## src/rtl/gearbox_tx_hs_if.sv

```systemverilog
// ----------------------------------------------------------------------------
// gearbox_tx_hs_if
// Bundle of the gearbox handshake and line signals.
//   sync_i      : synchronous restart request (master -> gearbox)
//   in_valid_i  : input beat valid (master -> gearbox)
//   in_ready_o  : gearbox accepts a beat this cycle (gearbox -> master)
//   head_i      : 2-bit sync header, sampled on the first beat of a block
//   data_i      : payload beat, LSB first on the line
//   out_valid_o : data_o holds a line word
//   data_o      : line word, bit 0 transmitted first
//   seq_o       : current sequence count (0..32)
// The slave modport is the gearbox side; the master modport is the user side.
// ----------------------------------------------------------------------------
interface gearbox_tx_hs_if #(
    parameter int DATA_W = 64,
    parameter int HEAD_W = 2,
    parameter int SEQ_W  = 6
);
    logic              sync_i;
    logic              in_valid_i;
    logic              in_ready_o;
    logic [HEAD_W-1:0] head_i;
    logic [DATA_W-1:0] data_i;
    logic              out_valid_o;
    logic [DATA_W-1:0] data_o;
    logic [SEQ_W-1:0]  seq_o;

    modport slave (
        input  sync_i, in_valid_i, head_i, data_i,
        output in_ready_o, out_valid_o, data_o, seq_o
    );

    modport master (
        output sync_i, in_valid_i, head_i, data_i,
        input  in_ready_o, out_valid_o, data_o, seq_o
    );
endinterface

```

## src/rtl/gearbox_tx_hs.sv

```systemverilog
// ----------------------------------------------------------------------------
// gearbox_tx_hs
// 64b/66b transmit gearbox with valid/ready input handshake. Each 66-bit block
// (2 header bits then 64 payload bits, LSB first) is packed onto a DATA_W-bit
// line. Every 33 sequence steps the line has consumed exactly 32 input beats
// plus one stall step, during which the accumulated header bits (exactly
// DATA_W of them) are flushed.
// Ports:
//   clk   : clock, rising edge
//   reset : asynchronous active-high reset
//   bus   : gearbox_tx_hs_if.slave (sync, input handshake, line output, seq)
// ----------------------------------------------------------------------------
module gearbox_tx_hs #(
    parameter int DATA_W  = 64,
    parameter int BLOCK_W = 64,
    parameter int HEAD_W  = 2,
    parameter int SEQ_W   = 6
) (
    input  logic            clk,
    input  logic            reset,
    gearbox_tx_hs_if.slave  bus
);
    // Elaboration-time legality checks
    if (!(DATA_W == 16 || DATA_W == 32 || DATA_W == 64)) begin : g_bad_data_w
        $error("gearbox_tx_hs: DATA_W must be 16, 32 or 64");
    end
    if (BLOCK_W != 64) begin : g_bad_block_w
        $error("gearbox_tx_hs: BLOCK_W must be 64");
    end
    if (HEAD_W != 2) begin : g_bad_head_w
        $error("gearbox_tx_hs: HEAD_W must be 2");
    end
    if (SEQ_W < 6) begin : g_bad_seq_w
        $error("gearbox_tx_hs: SEQ_W must cover 0..32");
    end

    localparam int BPB    = BLOCK_W / DATA_W;       // beats per block
    localparam int BEAT_W = 2;                      // holds up to 4 beats
    localparam int OCC_W  = $clog2(DATA_W + 1);     // residual bit count
    localparam logic [SEQ_W-1:0]  SEQ_STALL = SEQ_W'(32);
    localparam logic [BEAT_W-1:0] BEAT_LAST = BEAT_W'(BPB - 1);

    logic [SEQ_W-1:0]    seq_q,   seq_d;
    logic [BEAT_W-1:0]   beat_q,  beat_d;
    logic [OCC_W-1:0]    occ_q,   occ_d;
    logic [DATA_W-1:0]   resid_q, resid_d;
    logic [DATA_W-1:0]   data_q,  data_d;
    logic                vld_q,   vld_d;

    logic                stall;
    logic                ready;
    logic                accept;
    logic [2*DATA_W-1:0] new_bits;
    logic [2*DATA_W-1:0] merged;

    assign stall  = (seq_q == SEQ_STALL);
    // Ready is forced low combinationally while reset is asserted.
    assign ready  = ~reset & ~stall;
    assign accept = bus.in_valid_i & ready;

    always_comb begin
        seq_d   = seq_q;
        beat_d  = beat_q;
        occ_d   = occ_q;
        resid_d = resid_q;
        data_d  = data_q;
        vld_d   = 1'b0;

        // Header bits go ahead of the payload only on beat 0 of a block.
        if (beat_q == '0) begin
            new_bits = {{(DATA_W - HEAD_W){1'b0}}, bus.data_i, bus.head_i};
        end else begin
            new_bits = {{DATA_W{1'b0}}, bus.data_i};
        end
        // Residual bits leave first, so new bits sit just above them.
        // Bits of resid_q above occ_q are always zero.
        merged = (new_bits << occ_q) | {{DATA_W{1'b0}}, resid_q};

        if (bus.sync_i) begin
            seq_d   = '0;
            beat_d  = '0;
            occ_d   = '0;
            resid_d = '0;
        end else if (stall) begin
            // Residual is exactly DATA_W bits here: flush it whole.
            data_d  = resid_q;
            resid_d = '0;
            occ_d   = '0;
            beat_d  = '0;
            seq_d   = '0;
            vld_d   = 1'b1;
        end else if (accept) begin
            data_d  = merged[DATA_W-1:0];
            resid_d = merged[2*DATA_W-1:DATA_W];
            if (beat_q == '0) begin
                occ_d = occ_q + OCC_W'(HEAD_W);
            end
            beat_d  = (beat_q == BEAT_LAST) ? '0 : beat_q + BEAT_W'(1);
            seq_d   = seq_q + SEQ_W'(1);
            vld_d   = 1'b1;
        end
    end

    always_ff @(posedge clk or posedge reset) begin
        if (reset) begin
            seq_q   <= '0;
            beat_q  <= '0;
            occ_q   <= '0;
            resid_q <= '0;
            data_q  <= '0;
            vld_q   <= 1'b0;
        end else begin
            seq_q   <= seq_d;
            beat_q  <= beat_d;
            occ_q   <= occ_d;
            resid_q <= resid_d;
            data_q  <= data_d;
            vld_q   <= vld_d;
        end
    end

    assign bus.in_ready_o  = ready;
    assign bus.out_valid_o = vld_q;
    assign bus.data_o      = data_q;
    assign bus.seq_o       = seq_q;
endmodule
```

## src/flat_wrapper.sv

```systemverilog
// flat-port wrapper written by rule: the top's interface ports become plain ports
module gearbox_tx_hs_flat 
#(
    parameter int DATA_W  = 64,
    parameter int BLOCK_W = 64,
    parameter int HEAD_W  = 2,
    parameter int SEQ_W   = 6
)
  (clk, reset, bus_sync_i, bus_in_valid_i, bus_head_i, bus_data_i, bus_in_ready_o, bus_out_valid_o, bus_data_o, bus_seq_o);
  gearbox_tx_hs_if #(.DATA_W(DATA_W), .HEAD_W(HEAD_W), .SEQ_W(SEQ_W)) bus_i ();
  input  logic clk;
  input  logic reset;
  input wire logic [$bits(bus_i.sync_i)-1:0] bus_sync_i;
  input wire logic [$bits(bus_i.in_valid_i)-1:0] bus_in_valid_i;
  input wire logic [$bits(bus_i.head_i)-1:0] bus_head_i;
  input wire logic [$bits(bus_i.data_i)-1:0] bus_data_i;
  output wire logic [$bits(bus_i.in_ready_o)-1:0] bus_in_ready_o;
  output wire logic [$bits(bus_i.out_valid_o)-1:0] bus_out_valid_o;
  output wire logic [$bits(bus_i.data_o)-1:0] bus_data_o;
  output wire logic [$bits(bus_i.seq_o)-1:0] bus_seq_o;
  assign bus_i.sync_i = bus_sync_i;
  assign bus_i.in_valid_i = bus_in_valid_i;
  assign bus_i.head_i = bus_head_i;
  assign bus_i.data_i = bus_data_i;
  assign bus_in_ready_o = bus_i.in_ready_o;
  assign bus_out_valid_o = bus_i.out_valid_o;
  assign bus_data_o = bus_i.data_o;
  assign bus_seq_o = bus_i.seq_o;
  gearbox_tx_hs #(.DATA_W(DATA_W), .BLOCK_W(BLOCK_W), .HEAD_W(HEAD_W), .SEQ_W(SEQ_W)) u_core (.clk(clk), .reset(reset), .bus(bus_i));
endmodule
```

## config.mk

```make
export PLATFORM = sky130hd
export DESIGN_NAME = gearbox_tx_hs_flat
export DESIGN_NICKNAME = d
export VERILOG_FILES = /design/src/rtl/gearbox_tx_hs_if.sv /design/src/rtl/gearbox_tx_hs.sv /design/src/flat_wrapper.sv
export SDC_FILE = /design/constraint.sdc
export NUM_CORES = 1
export LEC_CHECK = 0
export ABC_AREA = 0
export BUFFER_PORTS_ARGS = -buffer_cell sky130_fd_sc_hd__buf_2
export CAP_MARGIN = 30
export CORE_AREA = 2 2 167 169
export CTS_BUF_LIST = sky130_fd_sc_hd__clkbuf_8 sky130_fd_sc_hd__clkbuf_16
export DETAILED_ROUTE_END_ITERATION = 12
export DIE_AREA = 0 0 169 171
export GPL_TIMING_DRIVEN = 0
export PLACE_DENSITY = 0.79
export RECOVER_POWER = 100
export SLEW_MARGIN = 20
export SYNTH_ARGS = -nofsm -noshare
export SYNTH_HDL_FRONTEND = slang
export SYNTH_SLANG_ARGS = --single-unit
```

## constraint.sdc

```tcl
create_clock -name clk -period 4.2 [get_ports clk]
set_input_delay 0 -clock clk [delete_from_list [all_inputs] [get_ports clk]]
set_output_delay 0 -clock clk [all_outputs]
set_load 0.03 [all_outputs]
```

==> flow_summary.yaml, run 1 <==
outcome:
  status: "finished, violations left"
  violations: "capacitance limit, slew limit, setup timing"
route:
  avgViaCountPerCell: 7.579
  firstDrtPassIters: 10
  detail_route.iter0.violations: 2201
  drc: 0
  via_count: 14673
  finalWirelength_mm: 73.23
  ant_nets: 0
  dr_wl_met2_mm: 30.67
  m1WireLength_mm: 26.28
  maxUsedRoutingLayer: "met5"
  wl_per_cell_um: 37.82
  wl_met3_mm: 9.703
synth:
  syn_inst: 1409
  synth_warnings: 0
  synth_edf_count: 0
  ys_types: 75
  ys_async_sr_fraction_pct: 100.0
  synth_seq_area_share_pct: 27.34
  synth_nets: 1485
  ys_seq_elements: 143
  synth.cell_area_sq_um: 13090
  synth-main-ff-cell: "dfrtp_1"
  synth_area_per_cell_sq_um: 9.289
worst_setup_path:
  cp.arrival_ns: 4.72
  crit_path_max_fanout: 10
  startpoint_type: "flop"
  critPathMostFrequentCell: "clkbuf_1"
  max_stage_delay_ns: 0.80
  critPathKind: "reg -> reg"
  end_kind: "flop"
  required_ns: 4.59
  crit_chain: "inv_1 -> clkbuf_1 -> clkbuf_1 -> clkbuf_1 -> nand2_1 -> o22ai_1 -> a21o_1"
  worst_path_max_delay_cell: "clkbuf_1"
floorplanning:
  die_w_um: 169
  start_util_pct: 47.90
  core_area_sq_um: 27320
  die_h_um: 171
  pin_count: 142
  fp-row-count: 61
  die_area_sq_um: 28900
place:
  dpl.hpwl_mm: 56.75
  placed_area_sq_um: 14330
  gp_congestion: 1.071
  dp.cells: 1902
  io_buffers: 141
timing:
  slew_headroom_pct: -73.43
  setup_ws_ns: -0.1237
  setup_viol: 2
  fin_worst_skew_ns: 0.008029
  fin_crit_sh_pct: 102.9
  worst_slew_pin_slew_ns: 2.587
  fmax_mhz: 231.3
  fin_setup_tns_ns: -0.1663
  final.min_clock_period_ns: 4.324
  rsz0062_at_grt: "no"
  maxSlewViolCount: 59
  hold_viol_final: 0
power_and_ir_drop:
  powerDensity_nw_per_um2: 329.5
  p_leak_nw: 6.500
  vdd_drop_max_v: 0.0001594
cts:
  post_cts.repair.setup_buffers: 0
  htreeDepth: 4
  path_clk_slew_ns: 0.07
  clock_path_buffers: 2
  clock-sinks: 143
  clock_latency_ns: 0.45
  clk_root_buffer_cell: "clkbuf_16"
  cts_tree: "built"
  cts_buffers: 17
cells_and_area:
  nets: 1653
  layout-area-overhead-vs-synth_pct: 13.30
  final_area_sq_um: 14830
  final_cells: 1936
  n_fill_cell: 2596
  antennaDiodeCount: 0
  fin_util_pct: 54.27
  drive_gt1_share_pct: 21.01
global_routing:
  grt_max_degree: 87
  track_usage_pct: 50.60
  antenna_found_initial: 1
  grt_pass1_vias: 13974
  grt_first_pass_wirelength_mm: 103.1
  grt_overflow_total: 0
run:
  cap_violations: 1
min_path:
  min_path_type: "in -> reg"
==> report_power, final <==
group | switching (mW) | internal [mW]
registers | 0.0729 | 1.50
clock network | 0.692 | 0.982
logic | 1.16 | 0.480
==> critical path: cells and delay by family, from the launching register on <==
family | cells | cell delay, ns
AOI/OAI and AO/OA | 2 | 0.62
and+or+nand+nor | 1 | 0.62
DFF | 1 | 0.56
buffers and inverters | 4 | 2.44
==> logic make-up (layout without fill, tap and decap cells) <==
logic type	Yosys count	count (layout)	synth area share, %
AOI/OAI and AO/OA	401	401	20.84
and+or+nand+nor	398	398	13.17
muxes	301	301	31.91
buffers and inverters	151	332	5.563
DFF	143	143	27.34
xor gates and xnor gates	9	9	0.6023
adders and majority gates	6	6	0.5735
==> what timing repair did <==
item                                   in CTS  in global routing
endpoints found under the hold margin      58                  0
hold buffers                                2                  0
resized for setup                           0                  0
==> layout by cell type, fill, tap and decap left out, types with 6 or more instances in the layout <==
| master | n |
|---|---|
| nand2b_1 | 7 |
| a211o_1 | 6 |
| mux4_2 | 82 |
| nor2_1 | 151 |
| nor2b_1 | 7 |
| ha_1 | 6 |
| a221oi_1 | 11 |
| or2_2 | 6 |
| a222oi_1 | 10 |
| o221ai_1 | 20 |
| dfrtp_1 | 143 |
| o21ai_0 | 75 |
| buf_4 | 8 |
| o22ai_1 | 36 |
| buf_2 | 90 |
| a21o_1 | 10 |
| a2bb2oi_1 | 8 |
| buf_1 | 10 |
| nor3_1 | 25 |
| a22oi_1 | 26 |
| a21oi_1 | 84 |
| clkbuf_1 | 148 |
| a211oi_1 | 10 |
| o31ai_1 | 7 |
| buf_6 | 12 |
| a221o_1 | 9 |
| xnor2_1 | 8 |
| o211ai_1 | 19 |
| mux2_2 | 84 |
| a31oi_1 | 11 |
| clkbuf_16 | 17 |
| and3_1 | 9 |
| inv_1 | 22 |
| o2bb2ai_1 | 7 |
| nand3_1 | 30 |
| mux2_1 | 8 |
| and2_1 | 7 |
| nand2_1 | 133 |
| mux2i_1 | 124 |
==> final cells by class <==
cell class	count	area, sq um	share of cell area [%]
buffer	125	619.3	4.177
clock inverter	13	177.7	1.198
tap	346	432.9	2.919
clock buffer	19	452.9	3.054
sequential	143	3578	24.13
inverter	26	98.84	0.6666
multi-input combinational	1115	8797	59.32
timing repair buffer	149	671.9	4.531
==> layer usage <==
layer  vias up  GRT usage [%]
li1       5733              -
met1      7099          62.14
met2      1459          76.46
met3       380          15.08
met4         2          35.38
met5         -              0
==> path summary, 6_finish.rpt <==
kind | startpoint | endpoint | slack (ns) | cells after the start
min in group asynchronous | reset | u_core.bus.seq_o[4] | 0.87 | 3
max in group asynchronous | reset | u_core.resid_q[57] | 1.00 | 4
setup / recovery | u_core.occ_q[4] | u_core.resid_q[2] | -0.12 | 7
hold reg to reg | u_core.bus.data_o[24] | u_core.bus.data_o[24] | 0.48 | 2
setup reg to reg | u_core.occ_q[4] | u_core.resid_q[2] | -0.12 | 7
hold / removal | bus_in_valid_i | u_core.resid_q[4] | 0.27 | 5
==> sequential cells by signal, summed over array words and instances (netlist names) <==
register	cells
u_core.occ_q	6
u_core.bus.seq_o	6
u_core.bus.out_valid_o	1
u_core.bus.data_o	64
u_core.beat_q	2
u_core.resid_q	64
==> per-stage QoR <==
stage | worst slack [ns] | power, mW | hold WS (ns)
6_report | -0.1237 | 4.886 | 0.2692
3_3_place_gp | -1.330 | 3.162 | 0.2430
3_5_place_dp | 0.2920 | 3.187 | 0.09098
5_1_grt | 0.06622 | 4.976 | 0.2734
4_1_cts | 0.2615 | 4.819 | 0.1820
2_1_floorplan | 0.3621 | 2.558 | 0.06641
==> cells in the mapped netlist, types with 9 or more instances <==
cell type	n	area share [%]
o221ai_1	20	1.3
a211oi_1	10	0.57
a21oi_1	84	3.2
clkbuf_1	64	1.8
dfrtp_1	143	27
o22ai_1	36	1.7
o211ai_1	19	1.1
a222oi_1	10	0.76
a22oi_1	26	1.5
a31oi_1	11	0.53
nand3_1	30	1.1
mux2i_1	124	9.5
nor2_1	151	4.3
buf_6	13	1.1
buf_2	24	0.92
o21ai_0	74	2.8
a221oi_1	10	0.67
inv_1	22	0.63
a221o_1	9	0.69
buf_1	17	0.49
nor3_1	28	1.1
and3_1	9	0.43
a21o_1	10	0.57
mux4_2	82	14
mux2_2	90	7.7
nand2_1	133	3.8
(Power assumes the default switching activity.)
==> inputs of run 2 (changes only) <==
BUFFER_PORTS_ARGS = -buffer_cell sky130_fd_sc_hd__buf_4   (was -buffer_cell sky130_fd_sc_hd__buf_2)
CAP_MARGIN = 5   (was 30)
CTS_CLUSTER_SIZE = 25   (was not set)
==> flow_summary.yaml, run 2 (synthesized netlist as in run 1, its figures left out) <==
outcome:
  status: "finished, violations left"
  violations: "capacitance limit, slew limit, setup timing"
cts:
  post_cts.repair.setup_buffers: 0
  clock_latency_ns: 0.45
  clock-sinks: 143
  cts_tree: "built"
  clock_path_buffers: 2
  clk_root_buffer_cell: "clkbuf_16"
  htreeDepth: 4
  cts_buffers: 17
  path_clk_slew_ns: 0.07
route:
  firstDrtPassIters: 9
  dr_wl_met2_mm: 30.41
  ant_nets: 0
  finalWirelength_mm: 72.05
  wl_per_cell_um: 37.22
  avgViaCountPerCell: 7.487
  m1WireLength_mm: 25.86
  drc: 0
  via_count: 14495
  wl_met3_mm: 8.981
  detail_route.iter0.violations: 2308
  maxUsedRoutingLayer: "met4"
cells_and_area:
  layout-area-overhead-vs-synth_pct: 14.62
  n_fill_cell: 2577
  multi_input_area_sq_um: 8807
  drive_gt1_share_pct: 21.22
  ff_latch_area_sq_um: 3578
  nets: 1651
  final_area_sq_um: 15000
  final_common_cell: "nor2_1"
  layout_common_cells: "nor2_1 (151), clkbuf_1 (146), dfrtp_1 (143)"
timing:
  fin_crit_sh_pct: 106.4
  setup_ws_ns: -0.2699
  maxSlewViolCount: 54
  rsz0062_at_grt: "no"
  worst_slew_pin_slew_ns: 2.480
  setup_viol: 6
  fin_worst_skew_ns: 0.008503
  fmax_mhz: 223.7
  hold_viol_final: 0
  slew_headroom_pct: -66.24
  final.min_clock_period_ns: 4.470
global_routing:
  grt_pass1_vias: 13806
  grt_overflow_total: 0
  grt_max_degree: 92
  antenna_found_initial: 0
  track_usage_pct: 49.48
  grt_first_pass_wirelength_mm: 101.1
floorplanning:
  die_w_um: 169
  fp-row-count: 61
  core_area_sq_um: 27320
  start_util_pct: 47.90
  die_h_um: 171
  die_area_sq_um: 28900
  pin_count: 142
worst_setup_path:
  crit_path_max_fanout: 10
  end_kind: "flop"
  startpoint_type: "flop"
  critPathKind: "reg -> reg"
  required_ns: 4.59
  cp.arrival_ns: 4.86
power_and_ir_drop:
  p_leak_nw: 6.560
  powerDensity_nw_per_um2: 327.9
  vdd_drop_max_v: 0.0001945
  total_power_mw: 4.919
min_path:
  min_path_type: "in -> reg"
run:
  cap_violations: 1
place:
  placed_area_sq_um: 14660
  io_buffers: 141
  gp_congestion: 1.091
  dpl.hpwl_mm: 55.92
[run 2: changes by cell type in the layout (fill, tap and decap cells not counted), sizes merged]
cell,delta
diode,+2
clkinvlp,+1
clkbuf,-3
buf,-1
bufinv,+1
[run 2: power breakdown]
| part | switching [mW] | internal, mW |
|---|---|---|
| Clock | 0.696 | 1.00 |
| Sequential | 0.0733 | 1.50 |
| Combinational | 1.15 | 0.498 |
[run 2: stage by stage]
stage	cells	setup TNS [ns]	setup slack [ns]	utilization [%]	hold slack, ns
after global placement	1896	-200.49	-1.423	53.36	0.2136
after global routing	1934	0	0.04049	54.89	0.2622
after detailed placement	1900	-0.1360	-0.1360	53.64	0.05938
final	1936	-0.4839	-0.2699	54.90	0.2231
after floorplan	1409	0	0.3621	-	0.06641
after CTS	1934	0	0.2010	56.03	0.1554
[run 2: what timing repair did]
item | 4_1_cts | 5_1_grt
gates resized for setup | 1 | 0
hold buffers | 2 | 0
endpoints found under the hold margin | 53 | 0
endpoints found under the setup margin | 1 | 0
[run 2: worst paths after layout]
| check | from | to | slack [ns] | cells past startpoint |
|---|---|---|---|---|
| max | u_core.occ_q[4] | u_core.resid_q[2] | -0.27 | 7 |
| min | bus_in_valid_i | u_core.resid_q[4] | 0.22 | 5 |
| max reg2reg | u_core.occ_q[4] | u_core.resid_q[2] | -0.27 | 7 |
| min reg2reg | u_core.bus.data_o[27] | u_core.bus.data_o[27] | 0.48 | 2 |
| max in group asynchronous | reset | u_core.bus.data_o[50] | 1.00 | 4 |
| min in group asynchronous | reset | u_core.resid_q[15] | 0.86 | 3 |
[run 2: layer usage]
layer	GRT usage, %	vias up
li1	-	5746
met1	61.34	6996
met2	74.16	1388
met3	13.21	365
met4	36.90	0
met5	0	-
[run 2: layout make-up]
class                      count  share of cell area [%]
clock inverter                15                   1.376
clock buffer                  17                   2.836
multi-input combinational   1115                   58.71
timing repair buffer         147                   5.571
antenna                        2                 0.03336
inverter                      26                  0.6589
sequential                   143                   23.85
tap                          346                   2.886
buffer                       125                   4.078
[run 2: critical path, stage by stage (launching register included)]
cell,delay (ns)
dfrtp_1,0.55
inv_1,0.27
clkbuf_2,0.51
clkbuf_1,0.72
clkbuf_1,0.85
nand2_1,0.66
o22ai_1,0.68
a21o_1,0.14
